**config.mk**
```make
export PLATFORM = sky130hd
export DESIGN_NAME = if_fetch_ctrl
export DESIGN_NICKNAME = d
export VERILOG_FILES = /design/src/rtl/if_fetch_ctrl.sv
export SDC_FILE = /design/constraint.sdc
export NUM_CORES = 1
export LEC_CHECK = 0
export CAP_MARGIN = 20
export CORE_MARGIN = 5
export CORE_UTILIZATION = 40
export DETAILED_ROUTE_END_ITERATION = 12
export PLACE_DENSITY = 0.67
export SYNTH_ARGS = -nofsm -noshare
export SYNTH_HDL_FRONTEND = slang
export SYNTH_SLANG_ARGS = --single-unit
```
**constraint.sdc**
```tcl
create_clock -name clk -period 8 [get_ports clk]
set_input_delay 1.6 -clock clk [delete_from_list [all_inputs] [get_ports clk]]
set_output_delay 1.6 -clock clk [all_outputs]
set_load 0.02 [all_outputs]
```
**src/rtl/if_fetch_ctrl.sv**
```systemverilog
// IF-stage fetch controller: issues fetches, queues responses in order,
// and hands {pc, instr, adel} to ID over a valid/ready handshake.
module if_fetch_ctrl #(
    parameter int DEPTH = 2
) (
    input  logic        clk,
    input  logic        rst,
    input  logic [31:0] preif_pc,
    output logic        preif_wr,
    input  logic        flush,
    output logic        inst_req,
    output logic [31:0] inst_addr,
    input  logic        inst_addr_ok,
    input  logic        inst_data_ok,
    input  logic [31:0] inst_rdata,
    output logic        if_valid,
    output logic [31:0] if_pc,
    output logic [31:0] if_instr,
    output logic        if_adel,
    input  logic        id_ready
);
    localparam int AW = (DEPTH > 1) ? $clog2(DEPTH) : 1;
    localparam int CW = $clog2(DEPTH + 1);

    logic [31:0]   r_pc     [DEPTH];
    logic [31:0]   r_instr  [DEPTH];
    logic          r_adel   [DEPTH];
    logic          r_filled [DEPTH];
    logic [AW-1:0] r_alloc;
    logic [AW-1:0] r_fill;
    logic [AW-1:0] r_head;
    logic [CW-1:0] r_occ;
    logic [CW-1:0] r_unf;
    logic [CW-1:0] r_cancel;

    logic [CW:0]   w_load;
    logic          w_space;
    logic          w_aligned;
    logic          w_acc_req;
    logic          w_mis_alloc;
    logic          w_alloc;
    logic          w_drop;
    logic          w_fill;
    logic          w_pop;

    // Request, allocation, fill and pop decisions for this cycle
    always_comb begin
        w_load      = {1'b0, r_occ} + {1'b0, r_cancel};
        w_space     = w_load < (CW+1)'(DEPTH);
        w_aligned   = preif_pc[1:0] == 2'b00;
        inst_req    = w_aligned && w_space && !flush && !rst;
        inst_addr   = preif_pc;
        w_acc_req   = inst_req && inst_addr_ok;
        w_mis_alloc = !w_aligned && w_space && (r_unf == '0)
                      && !flush && !rst;
        w_alloc     = w_acc_req || w_mis_alloc;
        preif_wr    = !rst && (flush || w_alloc);
        w_drop      = inst_data_ok && (r_cancel != '0);
        w_fill      = inst_data_ok && (r_cancel == '0) && !flush;
        if_valid    = r_filled[r_head] && !flush && !rst;
        if_pc       = rst ? 32'h0 : r_pc[r_head];
        if_instr    = rst ? 32'h0 : r_instr[r_head];
        if_adel     = rst ? 1'b0 : r_adel[r_head];
        w_pop       = if_valid && id_ready;
    end

    // Queue storage, pointers, occupancy and owed-response tracking
    always_ff @(posedge clk) begin
        if (rst) begin
            r_alloc  <= '0;
            r_fill   <= '0;
            r_head   <= '0;
            r_occ    <= '0;
            r_unf    <= '0;
            r_cancel <= '0;
            for (int i = 0; i < DEPTH; i++) begin
                r_pc[i]     <= '0;
                r_instr[i]  <= '0;
                r_adel[i]   <= 1'b0;
                r_filled[i] <= 1'b0;
            end
        end else if (flush) begin
            r_alloc  <= '0;
            r_fill   <= '0;
            r_head   <= '0;
            r_occ    <= '0;
            r_unf    <= '0;
            r_cancel <= r_cancel + r_unf - CW'(inst_data_ok);
            for (int i = 0; i < DEPTH; i++) begin
                r_filled[i] <= 1'b0;
            end
        end else begin
            if (w_acc_req) begin
                r_pc[r_alloc]     <= preif_pc;
                r_adel[r_alloc]   <= 1'b0;
                r_filled[r_alloc] <= 1'b0;
                r_alloc           <= r_alloc + AW'(1);
            end
            if (w_mis_alloc) begin
                r_pc[r_alloc]     <= preif_pc;
                r_instr[r_alloc]  <= 32'h0;
                r_adel[r_alloc]   <= 1'b1;
                r_filled[r_alloc] <= 1'b1;
                r_alloc           <= r_alloc + AW'(1);
                r_fill            <= r_fill + AW'(1);
            end
            if (w_fill) begin
                r_instr[r_fill]  <= inst_rdata;
                r_filled[r_fill] <= 1'b1;
                r_fill           <= r_fill + AW'(1);
            end
            if (w_pop) begin
                r_filled[r_head] <= 1'b0;
                r_head           <= r_head + AW'(1);
            end
            if (w_drop) begin
                r_cancel <= r_cancel - CW'(1);
            end
            r_occ <= r_occ + CW'(w_alloc) - CW'(w_pop);
            r_unf <= r_unf + CW'(w_acc_req) - CW'(w_fill);
        end
    end

    // A response with nothing owed and nothing outstanding is a bus error
    always_ff @(posedge clk) begin
        assert (rst || !inst_data_ok || r_cancel != '0 || r_unf != '0)
            else $error("if_fetch_ctrl: unexpected inst_data_ok");
    end
endmodule
```
Word level (Yosys, flattened, before mapping). Memories as Yosys holds them, arrays and structs flattened. A register that Yosys moved wholly into a read port is not among the register bits. Index checks and enable logic that the tools add are counted.

Order comparisons: 1. Reduce and logical (&&, ||, !) cells: 34. Add/subtract/negate cells: 11. Mux-type cells: 61. Bitwise gates (word level): 5.

Operators with widths (count): $mux W32 (6); $reduce_or A32 Y1 (3); $mux W1 (53); $logic_and A1 B1 Y1 (15); $reduce_bool A2 Y1 (4); $logic_not A2 Y1 (3); $sub A2 B1 Y2 (3); $or A1 B1 Y1 (5); $add A2 B1 Y2 (2); $mux W2 (2); $add A1 B1 Y1 const B (3); $add A2 B2 Y3 (1); $logic_not A1 Y1 (3); $lt A3 B2 Y1 const B (1); $reduce_or A1 Y1 (3); $add A2 B2 Y2 (1); $logic_or A1 B1 Y1 (2); $reduce_or A2 Y1 (1); $sub A2 B1 Y2 const B (1).

Bits in registers: 9. Memories kept: 4. Bits in writable memories: 132.

Memory list: r_instr (depth 2, width 32, rd ports 1, clocked after Yosys merged registers in 1, write ports 2, line 26) `logic [31:0] r_instr [DEPTH];`; r_pc (depth 2, width 32, rd ports 1, clocked after Yosys merged registers in 1, write ports 2, line 25) `logic [31:0] r_pc [DEPTH];`; r_adel (depth 2, width 1, rd ports 1, clocked after Yosys merged registers in 1, write ports 2, line 27) `logic r_adel [DEPTH];`; r_filled (depth 2, width 1, rd ports 1, clocked after Yosys merged registers in 1, write ports 3, line 28) `logic r_filled [DEPTH];`.

Longest topological paths before layout. Gate-level depths: netlist of the first run.

Depth after elaboration: 13. Gate-level depth with buffers: 12.

Least setup slack after synthesis of the first run. OpenSTA, ideal clock, no wires.

Path kind: input-to-output. Start point: input port rst. End point: output port preif_wr. Cell stages on the path: 4. Setup slack: 3431 ps. Arrival time: 2969 ps. Required time: 6400 ps. Cell sequence: or4_1 > buf_4 > or2_2 > a21oi_1.

Word-level cells in the longest chain between the ends: 6.

Ends and longest elaborated chain: from (decl) (line 7) `input logic rst,`; $logic_not A1 Y1 * (line 51, 55, 57); $logic_and A1 B1 Y1 (line 51) `inst_req = w_aligned && w_space && !flush && !rst;`; $logic_and A1 B1 Y1 (line 53) `w_acc_req = inst_req && inst_addr_ok;`; $logic_or A1 B1 Y1 (line 56) `w_alloc = w_acc_req || w_mis_alloc;`; $logic_or A1 B1 Y1 (line 57) `preif_wr = !rst && (flush || w_alloc);`; $logic_and A1 B1 Y1 * (line 57); to (decl) (line 9) `output logic preif_wr,`.

Mark *: on every way between the ends. The rest lies on a longest branch, timed or not.

Worst setup path after layout of the first run. Ends and elaborated chain as after synthesis.

==> results of run 1 <==
-- per-stage QoR --
stage	utilization	setup WS, ns	area [um^2]	instances	total power (uW)
floorplan	-	3.43	6770	539	1040
global placement	0.509	2.34	8440	874	1160
detailed placement	0.509	2.34	8440	874	1170
CTS	0.551	2.32	9130	906	2080
global route	0.551	2.27	9130	906	2130
finish	0.551	2.35	9130	906	2060
-- sequential cells by signal, summed over array words and instances (netlist names), named ones only --
signal	cells
r_alloc	1
r_instr	64
r_unf	2
r_fill	1
r_adel	2
r_head	1
r_pc	64
r_filled	2
r_cancel	2
r_occ	2
-- cells in the mapped netlist --
master    count  share of area
a21oi_1       4         0.0030
a22oi_1       2         0.0022
and2_1      133           0.12
and3_1        1        0.00092
buf_1         2         0.0011
buf_2         5         0.0037
buf_4        33          0.037
clkbuf_1     15         0.0083
clkbuf_2      6         0.0044
dfxtp_1      12          0.035
edfxtp_1    130           0.58
fa_1          1         0.0030
ha_1          7          0.013
inv_1         8         0.0044
mux2_2        1         0.0017
mux2i_1      66          0.098
nand2_1       5         0.0028
nand2b_1      1        0.00092
nand3_1       1        0.00074
nand3b_1      1         0.0011
nor2_1       74          0.041
nor2_2        1        0.00092
nor2b_1       1        0.00092
nor3_1        4         0.0030
nor3_4        1         0.0024
nor3b_1       1         0.0011
nor4_4        1         0.0031
nor4b_4       1         0.0035
o211ai_1      2         0.0022
o21a_1        3         0.0033
o311ai_0      1         0.0013
or2_1         1        0.00092
or2_2         3         0.0028
or3_1         1        0.00092
or4_1         1         0.0011
xnor2_1       6         0.0078
xor2_1        3         0.0039
-- metal layers --
layer / global-route usage / vias up / routed length (um) / part of all wire
li1: - / 2089 / - / -
met1: 0.187 / 2026 / 6580 / 0.45
met5: 0 / - / 0 / 0
met4: 0.0444 / 0 / 183 / 0.012
met2: 0.255 / 143 / 7250 / 0.49
met3: 0.0426 / 15 / 763 / 0.052
-- area by class of cell --
class / instances / area [um^2] / area share
clock buffer: 17 / 425 / 0.0466
multi-input combinational: 328 / 2250 / 0.246
sequential: 142 / 4150 / 0.454
clock inverter: 15 / 268 / 0.0293
inverter: 8 / 30.0 / 0.00329
timing repair buffer: 176 / 1740 / 0.190
tap: 220 / 275 / 0.0301
-- kinds of logic (layout without fill, tap and decap cells) --
kind of cell,count (synthesis),after routing
DFF,142,142
buffers and inverters,69,216
and+or+nand+nor,232,232
xor gates and xnor gates,9,9
AOI/OAI and AO/OA,12,12
muxes,67,67
adders and majority gates,8,8
-- worst paths after layout --
| check | slack (ns) | to | cells after the start | from |
|---|---|---|---|---|
| max | 2.35 | preif_wr | 6 | rst |
| min | 0.50 | r_filled[0]$_SDFF_PP0_ | 2 | r_head$_SDFFE_PP0P_ |
| max reg2reg | 4.79 | r_instr[1][28]$_SDFFCE_PN0P_ | 6 | r_occ[0]$_SDFF_PP0_ |
| min reg2reg | 0.50 | r_filled[0]$_SDFF_PP0_ | 2 | r_head$_SDFFE_PP0P_ |
-- tightest hold or removal path, stage by stage (launching register included) --
cell and delay, ns:
dfxtp_1 0.33, inv_1 0.06, a22oi_1 0.06
-- placed cells by master, fill, tap and decap left out, types with 4 or more instances in the layout --
cell type        instances
a21oi_1                  4
inv_1                    8
ha_1                     7
and2_1                 133
edfxtp_1               130
clkbuf_16               17
nand2_1                  5
xnor2_1                  6
clkdlybuf4s50_1        168
bufinv_16                7
mux2i_1                 66
dfxtp_1                 11
nor2_1                  74
buf_4                    7
-- power by group --
part | switching [uW] | leakage, uW | internal (uW)
Clock | 300 | 0.000327 | 616
Sequential | 16.8 | 0.00146 | 867
Combinational | 140 | 0.00154 | 124
Total | 457 | 0.00332 | 1610
==> results.py, run 1 <==
metrics = {
    "setup_path": {
        "crit_buf_inv": 3,
        "crit_required_ns": 6.40,
        "crit_type": "input port to output pin",
        "path_cells": "buf_2 -> buf_4 -> or4_1 -> or2_2 -> a21oi_1 -> clkdlybuf4s50_1",
        "worst-path-max-fanout": 77,
        "critical_path.endpoint_type": "output pin",
        "worst_path_max_delay_cell": "or4_1",
        "critPathTopFamily": "simple AND/OR/NAND/NOR gates",
        "critical_path_arrival_ns": 4.05,
        "max_stage_delay_ns": 0.82,
        "worstSetupStartpointType": "input port",
    },
    "timing": {
        "tightest_slew_ns": 0.918,
        "rsz0062_at_grt": "false",
        "period_minus_slack_ns": 5.65,
        "slew_violations": 0,
        "fmax_mhz": 177,
        "setup_viol": 0,
        "finClkSkew_ns": 0.00998,
        "whs_ns": 0.502,
        "maxSlewHeadroom": 0.388,
        "hold_viol": 0,
        "tns_ns": 0,
        "period_share": 0.706,
    },
    "clock_network": {
        "clk_latency_ns": 0.41,
        "clkTransAtPathRegs_ns": 0.06,
        "h-tree-depth": 4,
        "clock-sinks": 142,
        "postCtsSetupBuffers": 0,
        "cts_resized": 0,
        "cts_max_path_buffers": 2,
        "root_buffer": "clkbuf_16",
        "cts_tree": "built",
        "cts_inserted_buffers": 17,
        "cts-hold-fix-buffers": 0,
    },
    "placement": {
        "place_hpwl_mm": 9.76,
        "io_buffer_count": 169,
        "gp_routability_congestion": 0.805,
    },
    "global_routing": {
        "grt_max_degree": 78,
        "grt_remaining_overflow": 0,
        "antenna_found_initial": 0,
        "gr-usage-all-layers": 0.150,
        "grt_pass1_vias": 4539,
        "grt_pass1_wl_mm": 23.2,
    },
    "pwr": {
        "worst_ir_drop_vdd_v": 0.000138,
        "power_density_nw_per_um2": 226,
        "power.leakage_uw": 0.00332,
    },
    "drt": {
        "vias_per_cell": 4.72,
        "drtIter0Drc": 169,
        "drc": 0,
        "via_count": 4273,
        "routed_wl_mm": 14.8,
        "routedWlPerCell_um": 16.3,
        "first_pass_iters": 6,
        "postRouteAntennaNets": 0,
    },
    "logic_synthesis": {
        "synthAdderAreaFrac": 0.0159,
        "synth.avg_cell_area_um2": 12.6,
        "synth_warnings": 0,
        "ys_ff_latch": 142,
        "synth_cells": 539,
        "synth-compound-area-share": 0.0120,
        "syn_area_um2": 6770,
        "synthSimpleGateAreaFrac": 0.191,
        "yosysUniqueCellTypes": 37,
        "synth_top_family_by_area": "simple AND/OR/NAND/NOR gates",
        "synthMuxAreaShare": 0.0992,
        "synth_xor_area_frac": 0.0116,
        "yosysSeqAreaShare": 0.612,
        "syn_nets": 617,
    },
    "layout": {
        "drive_gt1_frac": 0.0743,
        "nFillCells": 1401,
        "area_delta_synth_final_pct": 34.8,
        "diodes": 0,
        "nNetsFinal": 751,
    },
    "run": {
        "drv_cap": 0,
    },
    "floorplanning": {
        "io_pins": 170,
        "placementRows": 47,
        "fp.dieW_um": 140,
        "die-area_um2": 19600,
        "die_h_um": 140,
        "start_util": 0.408,
        "coreArea_um2": 16600,
    },
    "outcome": {
        "status": "finished clean",
    },
    "worst_hold_path": {
        "holdCritPathClass": "register to register",
    },
}
No activity file was read; power rests on OpenSTA's default activity.
==> run 2: changes to the inputs <==
==> constraint.sdc (replaced) <==
create_clock -name clk -period 5.48 [get_ports clk]
set_input_delay 1.096 -clock clk [delete_from_list [all_inputs] [get_ports clk]]
set_output_delay 1.096 -clock clk [all_outputs]
set_load 0.02 [all_outputs]
==> run 2 against run 1 <==
Net effect:
- sequential share of layout area rose by 0.43 points
- worst setup slack got worse by 1.4 ns
- clock power rose by 23%
- critical path depth did not move
- sequential cell count did not move
- register-to-register slack got worse by 2.7 ns
- global-route usage rose by 0.16 points
- final cell count rose by 0.11%
- final area fell by 0.93%
- non-clock buffer count rose by 1
- routed wire length rose by 1.8%
- clock skew rose by 0.0011 ns
- critical endpoint unchanged
==> results.py, run 2 (synthesis results as in run 1) <==
metrics = {
    "worst_hold_path": {
        "holdCritPathClass": "register to register",
        "hold_path_startpoint": "r_head$_SDFFE_PP0P_",
        "whs_endpoint": "r_filled[0]$_SDFF_PP0_",
        "worstHoldPathCells": 2,
    },
    "pwr": {
        "worst_ir_drop_vdd_v": 0.000204,
        "power_uw": 2810,
        "power_density_nw_per_um2": 310,
        "power.leakage_uw": 0.00328,
    },
    "clock_network": {
        "postCtsSetupBuffers": 0,
        "cts_tree": "built",
        "root_buffer": "clkbuf_16",
        "clk_latency_ns": 0.42,
        "cts-hold-fix-buffers": 0,
        "cts_max_path_buffers": 2,
        "h-tree-depth": 4,
        "cts_inserted_buffers": 17,
        "clkTransAtPathRegs_ns": 0.05,
        "clock-sinks": 142,
        "cts_resized": 0,
    },
    "setup_path": {
        "crit_required_ns": 4.38,
        "ff2ff_path_depth": 6,
        "reg2reg_from": "r_occ[0]$_SDFF_PP0_",
        "crit_type": "input port to output pin",
        "critical_path.endpoint_type": "output pin",
        "worstSetupStartpointType": "input port",
        "critical_path_arrival_ns": 3.47,
        "r2r_setup_slack_ns": 2.09,
        "reg2reg_to": "r_instr[0][22]$_SDFFCE_PN0P_",
        "worst-path-max-fanout": 6,
    },
    "timing": {
        "tns_ns": 0,
        "hold_viol": 0,
        "period_share": 0.833,
        "setup_viol": 0,
        "tightest_slew_ns": 0.944,
        "maxSlewHeadroom": 0.371,
        "slew_violations": 0,
        "rsz0062_at_grt": "false",
        "fmax_mhz": 219,
        "finClkSkew_ns": 0.0111,
        "period_minus_slack_ns": 4.56,
    },
    "layout": {
        "nFillCells": 1413,
        "area_delta_synth_final_pct": 33.5,
        "drive_gt1_frac": 0.0684,
        "largestRegisters": "r_instr: 64 flops, r_pc: 64 flops",
        "layout_common_cells": "168 x clkdlybuf4s50_1, 133 x and2_1, 130 x edfxtp_1",
        "nNetsFinal": 752,
        "final_util": 0.545,
        "mostFrequentLayoutCell": "clkdlybuf4s50_1",
        "layout.cells.non_filler": 907,
        "diodes": 0,
    },
    "placement": {
        "numPlacedInstances": 875,
        "gp_routability_congestion": 0.878,
        "io_buffer_count": 169,
        "place_hpwl_mm": 9.76,
    },
    "global_routing": {
        "grt_pass1_wl_mm": 23.3,
        "grt_max_degree": 77,
        "antenna_found_initial": 0,
        "grt_remaining_overflow": 0,
        "grt_pass1_vias": 4645,
        "gr-usage-all-layers": 0.151,
    },
    "drt": {
        "routedWlPerCell_um": 16.6,
        "first_pass_iters": 4,
        "vias_per_cell": 4.78,
        "drtIter0Drc": 228,
        "postRouteAntennaNets": 0,
        "via_count": 4334,
        "drc": 0,
        "routed_wl_mm": 15.0,
    },
    "floorplanning": {
        "placementRows": 47,
        "die-area_um2": 19600,
        "fp.dieW_um": 140,
        "coreArea_um2": 16600,
        "io_pins": 170,
        "die_h_um": 140,
        "start_util": 0.408,
    },
    "outcome": {
        "status": "finished clean",
    },
    "run": {
        "drv_cap": 0,
    },
}
==> run 2: cell types whose count changed in the layout (fill, tap and decap cells not counted), sizes merged <==
cell      delta
bufinv       -4
clkbuf       +3
buf          +1
clkinv       +1
clkinvlp     -1
inv          +1
==> run 2: critical path, stage by stage <==
cell	delay, ns
clkdlybuf4s50_1	0.47
nor2_1	0.39
mux2i_1	0.61
or2_2	0.24
a21oi_1	0.07
clkdlybuf4s50_1	0.58
==> run 2: worst max-delay path by stage <==
| stage | slack [ns] | depth (start not counted) | from | to |
|---|---|---|---|---|
| floorplan | 1.92 | 4 | rst | preif_wr |
| global placement | 0.99 | 5 | flush | preif_wr |
| detailed placement | 0.95 | 6 | preif_pc[1] | preif_wr |
| CTS | 0.93 | 6 | preif_pc[1] | preif_wr |
| global route | 0.80 | 6 | preif_pc[1] | preif_wr |
| finish | 0.92 | 6 | preif_pc[1] | preif_wr |
==> run 2: cell type report <==
class	instances	area, um^2	share of cell area
inverter	8	30.0	0.00332
timing repair buffer	177	1770	0.195
sequential	142	4150	0.459
multi-input combinational	328	2250	0.248
clock buffer	20	437	0.0483
clock inverter	12	144	0.0159
tap	220	275	0.0304
==> run 2: per-stage QoR <==
stage	cell area (um^2)	worst slack, ns	hold WS [ns]
floorplan	6770	1.92	0.474
global placement	8440	0.987	0.497
detailed placement	8470	0.948	0.514
CTS	9050	0.931	0.515
global route	9050	0.800	0.530
finish	9050	0.916	0.517
==> run 2: per-layer routing <==
metal | share of wire | up-vias | GRT usage
li1 | - | 2093 | -
met1 | 0.44 | 2068 | 0.183
met2 | 0.49 | 150 | 0.255
met3 | 0.061 | 23 | 0.0467
met4 | 0.018 | 0 | 0.0571
met5 | 0 | - | 0
==> run 2: where the power goes <==
part | leakage [uW] | switching (uW) | internal, uW
Sequential | 0.00146 | 24.8 | 1270
Clock | 0.000277 | 419 | 710
Combinational | 0.00155 | 206 | 181
Total | 0.00328 | 650 | 2160
==> run 3: changes to the inputs <==
==> constraint.sdc (replaced) <==
create_clock -name clk -period 4.8 [get_ports clk]
set_input_delay 0.96 -clock clk [delete_from_list [all_inputs] [get_ports clk]]
set_output_delay 0.96 -clock clk [all_outputs]
set_load 0.02 [all_outputs]
==> run 3 against run 2 <==
Net effect:
- combinational power rose by 14%
- highest routed layer unchanged
- clock skew fell by 0.0027 ns
- routed wire length fell by 0.21%
- utilization rose by 0.31 points
- power rose by 19%
- first-iteration DRC count fell by 15%
==> results.py, run 3 (synthesis results as in run 1) <==
metrics = {
    "outcome": {
        "status": "finished clean",
    },
    "global_routing": {
        "grt_remaining_overflow": 0,
        "gr-usage-all-layers": 0.152,
        "grt_max_degree": 55,
        "grt_pass1_wl_mm": 23.4,
        "antenna_found_initial": 0,
        "grt_pass1_vias": 4612,
    },
    "setup_path": {
        "critPathLaunch": "preif_pc[0]",
        "critical_path.endpoint_type": "output pin",
        "crit_required_ns": 3.84,
        "critPathTopFamily": "buffers and inverters",
        "path_cells": "clkdlybuf4s50_1 -> nor2_1 -> mux2i_1 -> or2_2 -> a21oi_1 -> clkdlybuf4s50_1",
        "max_stage_delay_ns": 0.59,
        "worstSetupStartpointType": "input port",
        "crit_buf_inv": 2,
        "worst_path_max_delay_cell": "mux2i_1",
        "cpMostUsedCell": "clkdlybuf4s50_1",
        "crit_type": "input port to output pin",
        "reg2reg_from": "r_occ[0]$_SDFF_PP0_",
        "worst-path-max-fanout": 6,
        "critical_path_arrival_ns": 3.30,
    },
    "worst_hold_path": {
        "hold_path_startpoint": "r_head$_SDFFE_PP0P_",
        "holdCritPathClass": "register to register",
    },
    "timing": {
        "slew_violations": 0,
        "hold_viol": 0,
        "finClkSkew_ns": 0.00836,
        "maxSlewHeadroom": 0.409,
        "period_minus_slack_ns": 4.26,
        "tns_ns": 0,
        "rsz0062_at_grt": "false",
        "tightest_slew_ns": 0.886,
        "setup_viol": 0,
        "period_share": 0.888,
        "fmax_mhz": 235,
    },
    "drt": {
        "routed_wl_mm": 15.0,
        "routedWlPerCell_um": 16.5,
        "drtIter0Drc": 193,
        "via_count": 4318,
        "drc": 0,
        "postRouteAntennaNets": 0,
        "vias_per_cell": 4.76,
        "first_pass_iters": 4,
    },
    "layout": {
        "largestRegisters": "r_instr: 64 flops, r_pc: 64 flops",
        "regArea_um2": 4150,
        "nNetsFinal": 753,
        "mostFrequentLayoutCell": "clkdlybuf4s50_1",
        "multi_input_area_um2": 2250,
        "nFillCells": 1399,
        "diodes": 0,
        "layout_common_cells": "168 x clkdlybuf4s50_1, 133 x and2_1, 130 x edfxtp_1",
        "final_util": 0.549,
        "area_delta_synth_final_pct": 34.3,
        "drive_gt1_frac": 0.0770,
    },
    "clock_network": {
        "h-tree-depth": 4,
        "cts_tree": "built",
        "root_buffer": "clkbuf_16",
        "postCtsSetupBuffers": 0,
        "cts_resized": 0,
        "cts_inserted_buffers": 17,
        "clkTransAtPathRegs_ns": 0.06,
        "cts_max_path_buffers": 2,
        "cts-hold-fix-buffers": 0,
        "clk_latency_ns": 0.42,
        "clock-sinks": 142,
    },
    "pwr": {
        "netSwitchingFraction": 0.230,
        "worst_ir_drop_vdd_v": 0.000247,
        "power_density_nw_per_um2": 367,
        "intPower_uw": 2570,
        "pwr-share-clk": 0.427,
        "netSwitchingPower_uw": 770,
        "seqPwrFrac": 0.441,
        "power_frac_comb": 0.132,
        "power.leakage_uw": 0.00332,
    },
    "placement": {
        "place_hpwl_mm": 9.87,
        "io_buffer_count": 169,
        "gp_routability_congestion": 0.805,
    },
    "floorplanning": {
        "die_h_um": 140,
        "placementRows": 47,
        "start_util": 0.408,
        "io_pins": 170,
        "coreArea_um2": 16600,
        "die-area_um2": 19600,
        "fp.dieW_um": 140,
    },
    "run": {
        "drv_cap": 0,
    },
}
-- run 3: changes by cell type in the layout (fill, tap and decap cells not counted), sizes merged --
cell | previous run | this run
buf | 9 | 10
bufinv | 3 | 5
clkbuf | 20 | 17
clkinv | 6 | 7
-- run 3: worst register-to-register path: cells and delay by family, from the launching register on --
kind                     cells  cell delay [ns]
flip-flops                   1             0.31
AND/OR/NAND/NOR              4             1.63
adder cells (fa/ha/maj)      1             0.45
AO/OA/AOI/OAI                1             0.18
buffers and inverters        1             0.19
-- run 3: layout make-up --
| cell class | instances | area share |
|---|---|---|
| multi-input cells | 328 | 0.247 |
| repair buffers | 178 | 0.193 |
| clock inverters | 15 | 0.0241 |
| clock buffers | 17 | 0.0468 |
| flip-flops and latches | 142 | 0.456 |
| well taps | 220 | 0.0303 |
| inverters | 8 | 0.00330 |
-- run 3: per-stage QoR --
step                cells  area (um^2)  hold slack [ns]  setup WS [ns]  total power, uW
CTS                   908         9100            0.512          0.540             3370
finish                908         9100            0.512          0.536             3340
floorplan             539         6770            0.474           1.51             1740
global placement      876         8450            0.496          0.603             1930
global route          908         9100            0.561          0.409             3450
detailed placement    876         8450            0.510          0.550             1940
-- run 3: power groups by stage --
stage	logic (uW)	clock network, uW	registers [uW]
2_1_floorplan	247	0	1490
3_3_place_gp	440	0	1490
3_5_place_dp	444	0	1500
4_1_cts	448	1440	1470
5_1_grt	479	1500	1480
6_report	441	1430	1470
-- run 3: path summary, 6_finish.rpt --
kind	endpoint	cells past startpoint	slack (ns)
worst max-delay path	preif_wr	6	0.54
worst min register to register	r_filled[0]$_SDFF_PP0_	2	0.51
worst min-delay path	r_filled[0]$_SDFF_PP0_	2	0.51
worst max register to register	r_instr[1][6]$_SDFFCE_PN0P_	7	1.65
-- run 3: layer usage --
layer / global-route usage / routed length, um
met1: 0.182 / 6400
met2: 0.265 / 7560
met3: 0.0474 / 888
met4: 0.0449 / 155
met5: 0 / 0
